===== src/rtl/top_rst_seq.sv =====
// Power-on reset sequencer: waits for a stable PLL lock, then releases the
// system, core and video domain resets in order, STAGE_GAP cycles apart.
module top_rst_seq #(
   parameter int unsigned LOCK_STABLE_CYCLES = 1024,
   parameter int unsigned STAGE_GAP          = 16
) (
   input  logic       CLK,
   input  logic       RESET_N,
   input  logic       PLL_LOCKED,
   input  logic       SW_RESET,
   output logic       RST_SYS_N,
   output logic       RST_CORE_N,
   output logic       RST_VIDEO_N,
   output logic       READY,
   output logic [7:0] LOCK_LOSS_CNT,
   output logic [1:0] dbg_state
);

   localparam int unsigned CW = $clog2(LOCK_STABLE_CYCLES + 1);
   localparam int unsigned GW = $clog2(STAGE_GAP + 1);

   localparam logic [CW-1:0] LOCK_LAST = CW'(LOCK_STABLE_CYCLES - 1);
   localparam logic [GW-1:0] GAP_LAST  = GW'(STAGE_GAP - 1);

   typedef enum logic [1:0] {
      WAIT_LOCK = 2'd0,
      REL_SYS   = 2'd1,
      REL_CORE  = 2'd2,
      RUN       = 2'd3
   } state_t;

   state_t        state;
   logic          sync1;
   logic          lk_s;
   logic [CW-1:0] stable_cnt;
   logic [GW-1:0] gap_cnt;

   assign dbg_state = state;

   always_ff @(posedge CLK or negedge RESET_N) begin
      if (!RESET_N) begin
         state         <= WAIT_LOCK;
         sync1         <= 1'b0;
         lk_s          <= 1'b0;
         stable_cnt    <= '0;
         gap_cnt       <= '0;
         RST_SYS_N     <= 1'b0;
         RST_CORE_N    <= 1'b0;
         RST_VIDEO_N   <= 1'b0;
         READY         <= 1'b0;
         LOCK_LOSS_CNT <= 8'd0;
      end else begin
         sync1 <= PLL_LOCKED;
         lk_s  <= sync1;

         // Lock loss outranks SW_RESET so a coincident pair is counted once.
         if ((state != WAIT_LOCK) && !lk_s) begin
            state       <= WAIT_LOCK;
            stable_cnt  <= '0;
            gap_cnt     <= '0;
            RST_SYS_N   <= 1'b0;
            RST_CORE_N  <= 1'b0;
            RST_VIDEO_N <= 1'b0;
            READY       <= 1'b0;
            if (LOCK_LOSS_CNT != 8'hFF) begin
               LOCK_LOSS_CNT <= LOCK_LOSS_CNT + 8'd1;
            end
         end else if (SW_RESET) begin
            state       <= WAIT_LOCK;
            stable_cnt  <= '0;
            gap_cnt     <= '0;
            RST_SYS_N   <= 1'b0;
            RST_CORE_N  <= 1'b0;
            RST_VIDEO_N <= 1'b0;
            READY       <= 1'b0;
         end else begin
            case (state)
               WAIT_LOCK: begin
                  if (!lk_s) begin
                     stable_cnt <= '0;
                  end else if (stable_cnt == LOCK_LAST) begin
                     state      <= REL_SYS;
                     stable_cnt <= '0;
                     gap_cnt    <= '0;
                     RST_SYS_N  <= 1'b1;
                  end else begin
                     stable_cnt <= stable_cnt + 1'b1;
                  end
               end
               REL_SYS: begin
                  if (gap_cnt == GAP_LAST) begin
                     state      <= REL_CORE;
                     gap_cnt    <= '0;
                     RST_CORE_N <= 1'b1;
                  end else begin
                     gap_cnt <= gap_cnt + 1'b1;
                  end
               end
               REL_CORE: begin
                  if (gap_cnt == GAP_LAST) begin
                     state       <= RUN;
                     gap_cnt     <= '0;
                     RST_VIDEO_N <= 1'b1;
                     READY       <= 1'b1;
                  end else begin
                     gap_cnt <= gap_cnt + 1'b1;
                  end
               end
               RUN: begin
                  gap_cnt <= '0;
               end
               default: begin
                  state       <= WAIT_LOCK;
                  stable_cnt  <= '0;
                  gap_cnt     <= '0;
                  RST_SYS_N   <= 1'b0;
                  RST_CORE_N  <= 1'b0;
                  RST_VIDEO_N <= 1'b0;
                  READY       <= 1'b0;
               end
            endcase
         end
      end
   end

   // Release ordering invariants: a later domain never runs ahead of an earlier one.
   assert property (@(posedge CLK) disable iff (!RESET_N) RST_CORE_N |-> RST_SYS_N);
   assert property (@(posedge CLK) disable iff (!RESET_N) RST_VIDEO_N |-> RST_CORE_N);
   assert property (@(posedge CLK) disable iff (!RESET_N) READY == RST_VIDEO_N);

endmodule


===== config.mk =====
export PLATFORM = sky130hd
export DESIGN_NAME = top_rst_seq
export DESIGN_NICKNAME = d
export VERILOG_FILES = /design/src/rtl/top_rst_seq.sv
export SDC_FILE = /design/constraint.sdc
export NUM_CORES = 1
export LEC_CHECK = 0
export CAP_MARGIN = 20
export CORE_UTILIZATION = 58
export CTS_BUF_LIST = sky130_fd_sc_hd__clkbuf_8
export CTS_CLUSTER_SIZE = 25
export DETAILED_ROUTE_END_ITERATION = 7
export PLACE_DENSITY = 0.82
export RECOVER_POWER = 50
export SLEW_MARGIN = 15
export SYNTH_ARGS = -nofsm -noshare
export SYNTH_HDL_FRONTEND = slang
export SYNTH_SLANG_ARGS = --single-unit

===== constraint.sdc =====
create_clock -name CLK -period 2.4 [get_ports CLK]
set_input_delay 0.6 -clock CLK [delete_from_list [all_inputs] [get_ports CLK]]
set_output_delay 0.6 -clock CLK [all_outputs]
set_load 0.005 [all_outputs]

==> results of run 1 <==
## kinds of logic (layout without fill, tap and decap cells)
| logic type | after synthesis | in the layout | synth area share [%] |
|---|---|---|---|
| fa+ha+maj | 8 | 8 | 6.21 |
| simple gates | 62 | 62 | 21.9 |
| flops | 31 | 31 | 48.1 |
| mux | 5 | 5 | 3.96 |
| xor+xnor | 11 | 11 | 5.97 |
| compound gates | 26 | 26 | 11.3 |
| buf+inv | 9 | 37 | 2.64 |
## area by class of cell
class	count	share of cell area, %
multi-input cells	112	41.0
flip-flops and latches	31	40.2
repair buffers	23	10.4
clock buffers	7	5.00
well taps	30	1.95
inverters	6	1.17
clock inverters	1	0.195
## worst max-delay path, cell delays in order
cell and delay [ns]:
dlygate4sd3_1 0.57, or3b_1 0.41, o32a_1 0.18, o21ai_1 0.13
mux2_2 0.35
## power breakdown
group	internal, mW	switching (mW)
clock network	0.257	0.188
logic	0.258	0.227
registers	0.594	0.0829
total	1.11	0.498
## worst paths after layout
check                      cells after the start         start                to  slack (ns)
max reg2reg                                    5  dbg_state[0]  LOCK_LOSS_CNT[1]        0.39
min in group asynchronous                      2       RESET_N     stable_cnt[6]        0.92
max in group asynchronous                      2       RESET_N        gap_cnt[0]        1.00
max                                            5      SW_RESET      dbg_state[0]        0.33
min reg2reg                                    0         sync1              lk_s        0.35
min                                            0         sync1              lk_s        0.35
## routing by layer
layer / GRT usage (%) / wire length [µm] / up-vias
li1: - / - / 604
met1: 28.5 / 1360 / 625
met2: 40.6 / 1510 / 28
met3: 6.39 / 126 / 7
met4: 14.5 / 61 / 0
met5: 0 / 0 / -
## synth_stat cells, drive strengths merged (3+ instances only)
library cell  number
a21oi              6
inv                6
ha                 8
xnor2              8
xor2               3
nand3              6
mux2               5
and3               3
dfrtp             31
or3                4
nor2              12
buf                3
nor4               4
nand4              6
nand2             14
o21ai              9
nor2b              3
## flip-flops by register name, summed over array words and instances, names as in the netlist
signal	count
stable_cnt	11
dbg_state	2
RST_CORE_N	1
RST_SYS_N	1
sync1	1
gap_cnt	5
lk_s	1
LOCK_LOSS_CNT	8
READY	1
==> results.json, run 1 <==
{
  "final_cell_mix": "31 x dfrtp_1, 14 x nand2_1, 14 x clkdlybuf4s50_1, 12 x nor2_1",
  "yosysTopAreaCell": "dfrtp_1",
  "dieArea_mm2": 0.00300,
  "path_max_fanout": 4,
  "hold_viol_final": 0,
  "nets": 191,
  "path_clk_slew_ns": 0.06,
  "async_flop_share_pct": 100,
  "postRouteAntennaNets": 0,
  "post_cts_buffers": 0,
  "place_congestion": 0.803,
  "place_ws_ns": 0.172,
  "status": "finished clean",
  "cts-root-buf": "clkbuf_8",
  "grt_pass1_vias": 1202,
  "multi_input_area_um2": 791,
  "period_share_pct": 86.3,
  "yosysUniqueCellTypes": 41,
  "yosys_register_bits": 31,
  "rsz0062_at_grt": "no",
  "finalWorstSetupSlack_ns": 0.329,
  "clock_latency_ns": 0.28,
  "drt-pass1-iter-count": 4,
  "cap_viol_max_count": 0,
  "drv_slew": 0,
  "final_util_pct": 75.8,
  "syn_area_per_cell_um2": 10.6,
  "initial_utilization_pct": 63.4,
  "syn_to_final_growth_pct": 19.6,
  "placedInstanceArea_mm2": 0.00185,
  "grt_pass1_wl_mm": 5.02,
  "worstSetupEndpointType": "flip-flop",
  "yosysSeqAreaShare_pct": 48.1,
  "ir_drop_uv": 755,
  "netlist_top_cells_area": "dfrtp_1 48%, ha_1 6.2%, xnor2_1 4.3%, nand2_1 3.3%, nor2_1 2.8%",
  "num_antenna_cells": 0,
  "finalClockSkew_ns": 0.00280,
  "core_area_mm2": 0.00254,
  "synth_top_area_share_pct": 48.1,
  "place_inst": 202,
  "fillCellCount": 190,
  "stdcell_count": 210,
  "synth_edf_count": 0,
  "cts_made_buffers": 5,
  "rows": 18,
  "wl_per_cell_um": 14.5,
  "syn_area_mm2": 0.00161,
  "crit_type": "in -> reg",
  "vias": 1264,
  "tns_ns": 0,
  "cts-hold-fix-buffers": 0,
  "initialDrtViolationCount": 41,
  "viasPerCell": 6.02,
  "pin_count": 18,
  "setup_viol": 0,
  "drt_wl_total_mm": 3.05,
  "drive_gt1_share_pct": 10.6,
  "overflow": 0,
  "p_leak_nw": 0.830,
  "drc": 0,
  "synth_nets": 164,
  "required_ns": 2.57,
  "yosys_warnings": 0,
  "synth_ff_type": "dfrtp_1",
  "antenna_found_initial": 0,
  "seqCellArea_um2": 776,
  "grt.total_usage_pct": 24.7,
  "finish.instance_area_mm2": 0.00193,
  "power_density_mw_per_mm2": 833,
  "fin_crit_ns": 2.07,
  "start_kind": "input pin",
  "hold_path_class": "reg -> reg",
  "dp_hpwl_mm": 2.15,
  "die_h_um": 54.7,
  "slew-limit-headroom_pct": 49.8,
  "cts_tree": "built",
  "finalPower_mw": 1.61,
  "holdWs_ns": 0.353,
  "clock.fmax_mhz": 483,
  "post_cts_resized": 0,
  "clock_path_buffers": 2,
  "die_w_um": 54.7,
  "arrival_ns": 2.24,
  "grt_max_degree": 32,
  "htreeDepth": 2,
  "layout_commonest_cell": "dfrtp_1",
  "port_buffers": 17,
  "cts.sinks": 31,
  "synthCells": 152,
  "tightestPinTransition_ns": 0.754
}
No activity file was read; power rests on OpenSTA's default activity.
==> run 2, diff against run 1 <==
Settings changed: CORE_UTILIZATION 58 to 35, PLACE_DENSITY 0.82 to 0.54.
==> run 2 against run 1 <==
  * Hold slack lost 0.0038 ns
  * Count of clock-buffer cells in the layout unchanged
  * Cell count rose by 10%
  * Non-clock buffer count fell by 1
  * Global-route usage shrank 11 points
  * Via count down 4.6%
  * Combinational power is 4% lower
  * Routed wire length rose by 0.72%
  * Worst setup slack got worse by 0.0058 ns
  * Critical path type is now reg -> reg
  * Critical endpoint is now LOCK_LOSS_CNT[1]
==> results.json, run 2 (synthesis results as in run 1) <==
{
  "cap_viol_max_count": 0,
  "place_congestion": 0.792,
  "drt_wl_total_mm": 3.08,
  "final_util_pct": 44.7,
  "dieArea_mm2": 0.00488,
  "multi_input_area_um2": 795,
  "finalPower_mw": 1.59,
  "cts-root-buf": "clkbuf_8",
  "top_register": "stable_cnt",
  "clock_path_buffers": 2,
  "pin_count": 18,
  "grt.total_usage_pct": 14.1,
  "fin_crit_ns": 2.08,
  "required_ns": 2.57,
  "rows": 24,
  "dp_hpwl_mm": 2.21,
  "initial_utilization_pct": 36.8,
  "syn_to_final_growth_pct": 21.5,
  "path_clk_slew_ns": 0.06,
  "viasPerCell": 5.22,
  "period_share_pct": 86.5,
  "die_h_um": 69.9,
  "p_leak_nw": 0.837,
  "drt-pass1-iter-count": 4,
  "drc": 0,
  "num_antenna_cells": 0,
  "largest_reg_flops": 11,
  "start_kind": "flip-flop",
  "max_stage_delay_ns": 0.41,
  "vias": 1206,
  "core_area_mm2": 0.00438,
  "cts.sinks": 31,
  "drv_slew": 0,
  "fillCellCount": 412,
  "crit_type": "reg -> reg",
  "die_w_um": 69.9,
  "tns_ns": 0,
  "grt_pass1_vias": 1252,
  "cts_made_buffers": 5,
  "slowest_stage": "dfrtp_1",
  "startpoint": "dbg_state[0]",
  "top_regs": "stable_cnt: 11 flops, LOCK_LOSS_CNT: 8 flops, gap_cnt: 5 flops",
  "setup_viol": 0,
  "clock_latency_ns": 0.28,
  "antenna_found_initial": 0,
  "arrival_ns": 2.24,
  "worstReg2RegStart": "dbg_state[0]",
  "post_cts_resized": 0,
  "grt_pass1_wl_mm": 5.51,
  "power_density_mw_per_mm2": 812,
  "initialDrtViolationCount": 44,
  "slew-limit-headroom_pct": 48.4,
  "hold_viol_final": 0,
  "worstSetupEndpointType": "flip-flop",
  "path_max_fanout": 11,
  "nets": 190,
  "drive_gt1_share_pct": 11.7,
  "path_cells": "inv_1 -> ha_1 -> or2_2 -> a41oi_2 -> mux2_2",
  "cts_tree": "built",
  "clock.fmax_mhz": 481,
  "htreeDepth": 2,
  "postRouteAntennaNets": 0,
  "tightestPinTransition_ns": 0.774,
  "rsz0062_at_grt": "no",
  "min_from": "sync1",
  "layout_commonest_cell": "dfrtp_1",
  "final_cell_mix": "31 x dfrtp_1, 14 x nand2_1, 13 x clkdlybuf4s50_1, 12 x nor2_1",
  "ir_drop_uv": 490,
  "post_cts_buffers": 0,
  "seqCellArea_um2": 776,
  "hold_path_class": "reg -> reg",
  "status": "finished clean",
  "overflow": 0,
  "cts-hold-fix-buffers": 0,
  "wl_per_cell_um": 13.3,
  "finalClockSkew_ns": 0.00342,
  "holdWs_ns": 0.350,
  "grt_max_degree": 32,
  "port_buffers": 17
}
run 2: report_power, final:
group | switching (mW) | internal (mW)
sequential | 0.0818 | 0.594
clock | 0.192 | 0.257
combinational | 0.219 | 0.248
total | 0.492 | 1.10
run 2: final timing paths:
| kind | to | slack, ns | cells past startpoint |
|---|---|---|---|
| max | LOCK_LOSS_CNT[1] | 0.32 | 5 |
| min | lk_s | 0.35 | 0 |
| max reg2reg | LOCK_LOSS_CNT[1] | 0.32 | 5 |
| min reg2reg | lk_s | 0.35 | 0 |
| max in group asynchronous | LOCK_LOSS_CNT[3] | 0.98 | 2 |
| min in group asynchronous | stable_cnt[4] | 0.93 | 2 |
run 2: worst max-delay path: cells and delay by family, from the launching register on:
family / cells / cell delay (ns)
flip-flops: 1 / 0.41
multiplexers: 1 / 0.38
adder cells (fa/ha/maj): 1 / 0.35
AO/OA/AOI/OAI: 1 / 0.37
buffers and inverters: 1 / 0.11
AND/OR/NAND/NOR: 1 / 0.33
run 2: final cells by class:
| type | instances | area share, % |
|---|---|---|
| clock buffers | 7 | 4.92 |
| inverters | 6 | 1.15 |
| flip-flops and latches | 31 | 39.6 |
| well taps | 52 | 3.32 |
| clock inverters | 1 | 0.192 |
| multi-input cells | 112 | 40.5 |
| repair buffers | 22 | 10.3 |
run 2: layer usage:
metal  GRT usage (%)  wire length, µm  part of all wire [%]  vias to the layer above
li1                -                -                     -                      596
met1            16.8             1380                    45                      583
met2            23.6             1530                    50                       20
met3            2.74               91                   3.0                        7
met4            8.22               72                   2.3                        0
met5               0                0                     0                        -
run 2: per-stage QoR:
stage | cell area [µm²] | cells | setup WS (ns)
after global placement | 1870 | 223 | 0.168
after detailed placement | 1870 | 223 | 0.150
after global routing | 1960 | 231 | 0.210
after floorplan | 1610 | 152 | 0.456
final | 1960 | 231 | 0.323
after CTS | 1970 | 231 | 0.312
==> run 3, diff against run 2 <==
Settings changed: CORE_MARGIN from default to 3, GPL_ROUTABILITY_DRIVEN from default to 0, SLEW_MARGIN 15 to default.
==> run 3 against run 2 <==
  * Sequential share of layout area increased by 0.33 points
  * Register-to-register slack improved by 0.05 ns
  * Core utilization decreased by 0.67 points
  * Clock skew increased by 0.0035 ns
  * Cell count unchanged
  * Critical path type unchanged
  * Largest cell class unchanged
==> results.json, run 3 (synthesis results as in run 1) <==
{
  "rows": 24,
  "holdWs_ns": 0.347,
  "crit_type": "reg -> reg",
  "fin_crit_ns": 2.03,
  "start_kind": "flip-flop",
  "top_regs": "stable_cnt: 11 flops, LOCK_LOSS_CNT: 8 flops, gap_cnt: 5 flops",
  "ir_drop_uv": 375,
  "tightestPinTransition_ns": 0.760,
  "period_share_pct": 84.4,
  "power_density_mw_per_mm2": 803,
  "post_cts_resized": 0,
  "p_leak_nw": 0.818,
  "drv_slew": 0,
  "nets": 191,
  "layout_commonest_cell": "dfrtp_1",
  "arrival_ns": 2.19,
  "port_buffers": 17,
  "grt_max_degree": 32,
  "initial_utilization_pct": 36.5,
  "core_area_mm2": 0.00441,
  "cts-root-buf": "clkbuf_8",
  "finalClockSkew_ns": 0.00687,
  "pwr-share-clk_pct": 25.7,
  "tns_ns": 0,
  "cap_viol_max_count": 0,
  "syn_to_final_growth_pct": 20.5,
  "worstSetupEndpointType": "flip-flop",
  "viasPerCell": 5.22,
  "grt_pass1_wl_mm": 5.26,
  "cts_tree": "built",
  "largest_reg_flops": 11,
  "cts-hold-fix-buffers": 0,
  "hold_viol_final": 0,
  "fillCellCount": 439,
  "clock_latency_ns": 0.28,
  "dieArea_mm2": 0.00546,
  "path_max_fanout": 8,
  "drt_wl_total_mm": 3.02,
  "pin_count": 18,
  "postRouteAntennaNets": 0,
  "rsz0062_at_grt": "no",
  "grt.busiest_layer": "met2",
  "setup_viol": 0,
  "grtUsageMet2_pct": 20.1,
  "dp_hpwl_mm": 2.24,
  "num_antenna_cells": 0,
  "clock_path_buffers": 2,
  "vias": 1206,
  "power_frac_seq_pct": 43.5,
  "grtUsageMet1_pct": 15.6,
  "power.internal_mw": 1.07,
  "swShare_pct": 31.4,
  "wl_per_cell_um": 13.1,
  "cts.sinks": 31,
  "cts_made_buffers": 5,
  "required_ns": 2.56,
  "antenna_found_initial": 0,
  "seqCellArea_um2": 776,
  "final_cell_mix": "31 x dfrtp_1, 15 x clkdlybuf4s50_1, 14 x nand2_1, 12 x nor2_1",
  "initialDrtViolationCount": 71,
  "grt_pass1_vias": 1179,
  "multi_input_area_um2": 795,
  "top_register": "stable_cnt",
  "status": "finished clean",
  "clock.fmax_mhz": 493,
  "p_sw_mw": 0.490,
  "slew-limit-headroom_pct": 49.4,
  "power.share.combinational_pct": 30.7,
  "htreeDepth": 2,
  "post_cts_buffers": 0,
  "grt.total_usage_pct": 12.6,
  "overflow": 0,
  "drt-pass1-iter-count": 4,
  "die_w_um": 73.9,
  "finalPower_mw": 1.56,
  "die_h_um": 73.9,
  "use_met3_pct": 4.51,
  "drive_gt1_share_pct": 10.6,
  "path_clk_slew_ns": 0.06,
  "hold_path_class": "reg -> reg",
  "drc": 0
}
## run 3: routing by layer
layer	vias to the layer above	part of all wire, %	wire length [µm]
li1	600	-	-
met5	-	0	0
met1	578	47	1410
met2	20	48	1440
met4	0	1.8	54
met3	8	3.7	112
## run 3: final cells by class
class,count,area share [%]
Multi-Input combinational cell,112,40.9
Sequential cell,31,39.9
Timing Repair Buffer,23,10.2
Clock buffer,6,4.25
Tap cell,52,3.35
Inverter,6,1.16
Clock inverter,1,0.258
## run 3: per-stage QoR
stage | std cells | util (%) | worst slack [ns] | instance area [µm²]
CTS | 231 | 44.4 | 0.356 | 1960
finish | 231 | 44.0 | 0.373 | 1940
floorplan | 152 | - | 0.456 | 1610
global placement | 224 | 42.4 | 0.177 | 1870
global route | 231 | 44.0 | 0.267 | 1940
detailed placement | 224 | 42.4 | 0.143 | 1870
## run 3: final timing paths
kind | from | end | slack [ns] | cells past startpoint
worst max-delay path | dbg_state[0] | LOCK_LOSS_CNT[1] | 0.37 | 5
worst min-delay path | sync1 | lk_s | 0.35 | 0
worst max register to register | dbg_state[0] | LOCK_LOSS_CNT[1] | 0.37 | 5
worst min register to register | sync1 | lk_s | 0.35 | 0
max in group asynchronous | RESET_N | gap_cnt[2] | 0.99 | 2
min in group asynchronous | RESET_N | stable_cnt[1] | 0.92 | 2
## run 3: worst max-delay path, cell delays in order (launching register included)
cell and delay [ns]:
dfrtp_1 0.41, inv_1 0.10, ha_1 0.31, or2_2 0.33
a41oi_2 0.38, mux2_2 0.39
## run 3: power by group through the flow
stage	logic (mW)	registers, mW	clock network, mW
finish	0.479	0.679	0.401
global route	0.536	0.692	0.443
CTS	0.504	0.679	0.417
detailed placement	0.499	0.689	0
global placement	0.487	0.682	0
floorplan	0.293	0.676	0
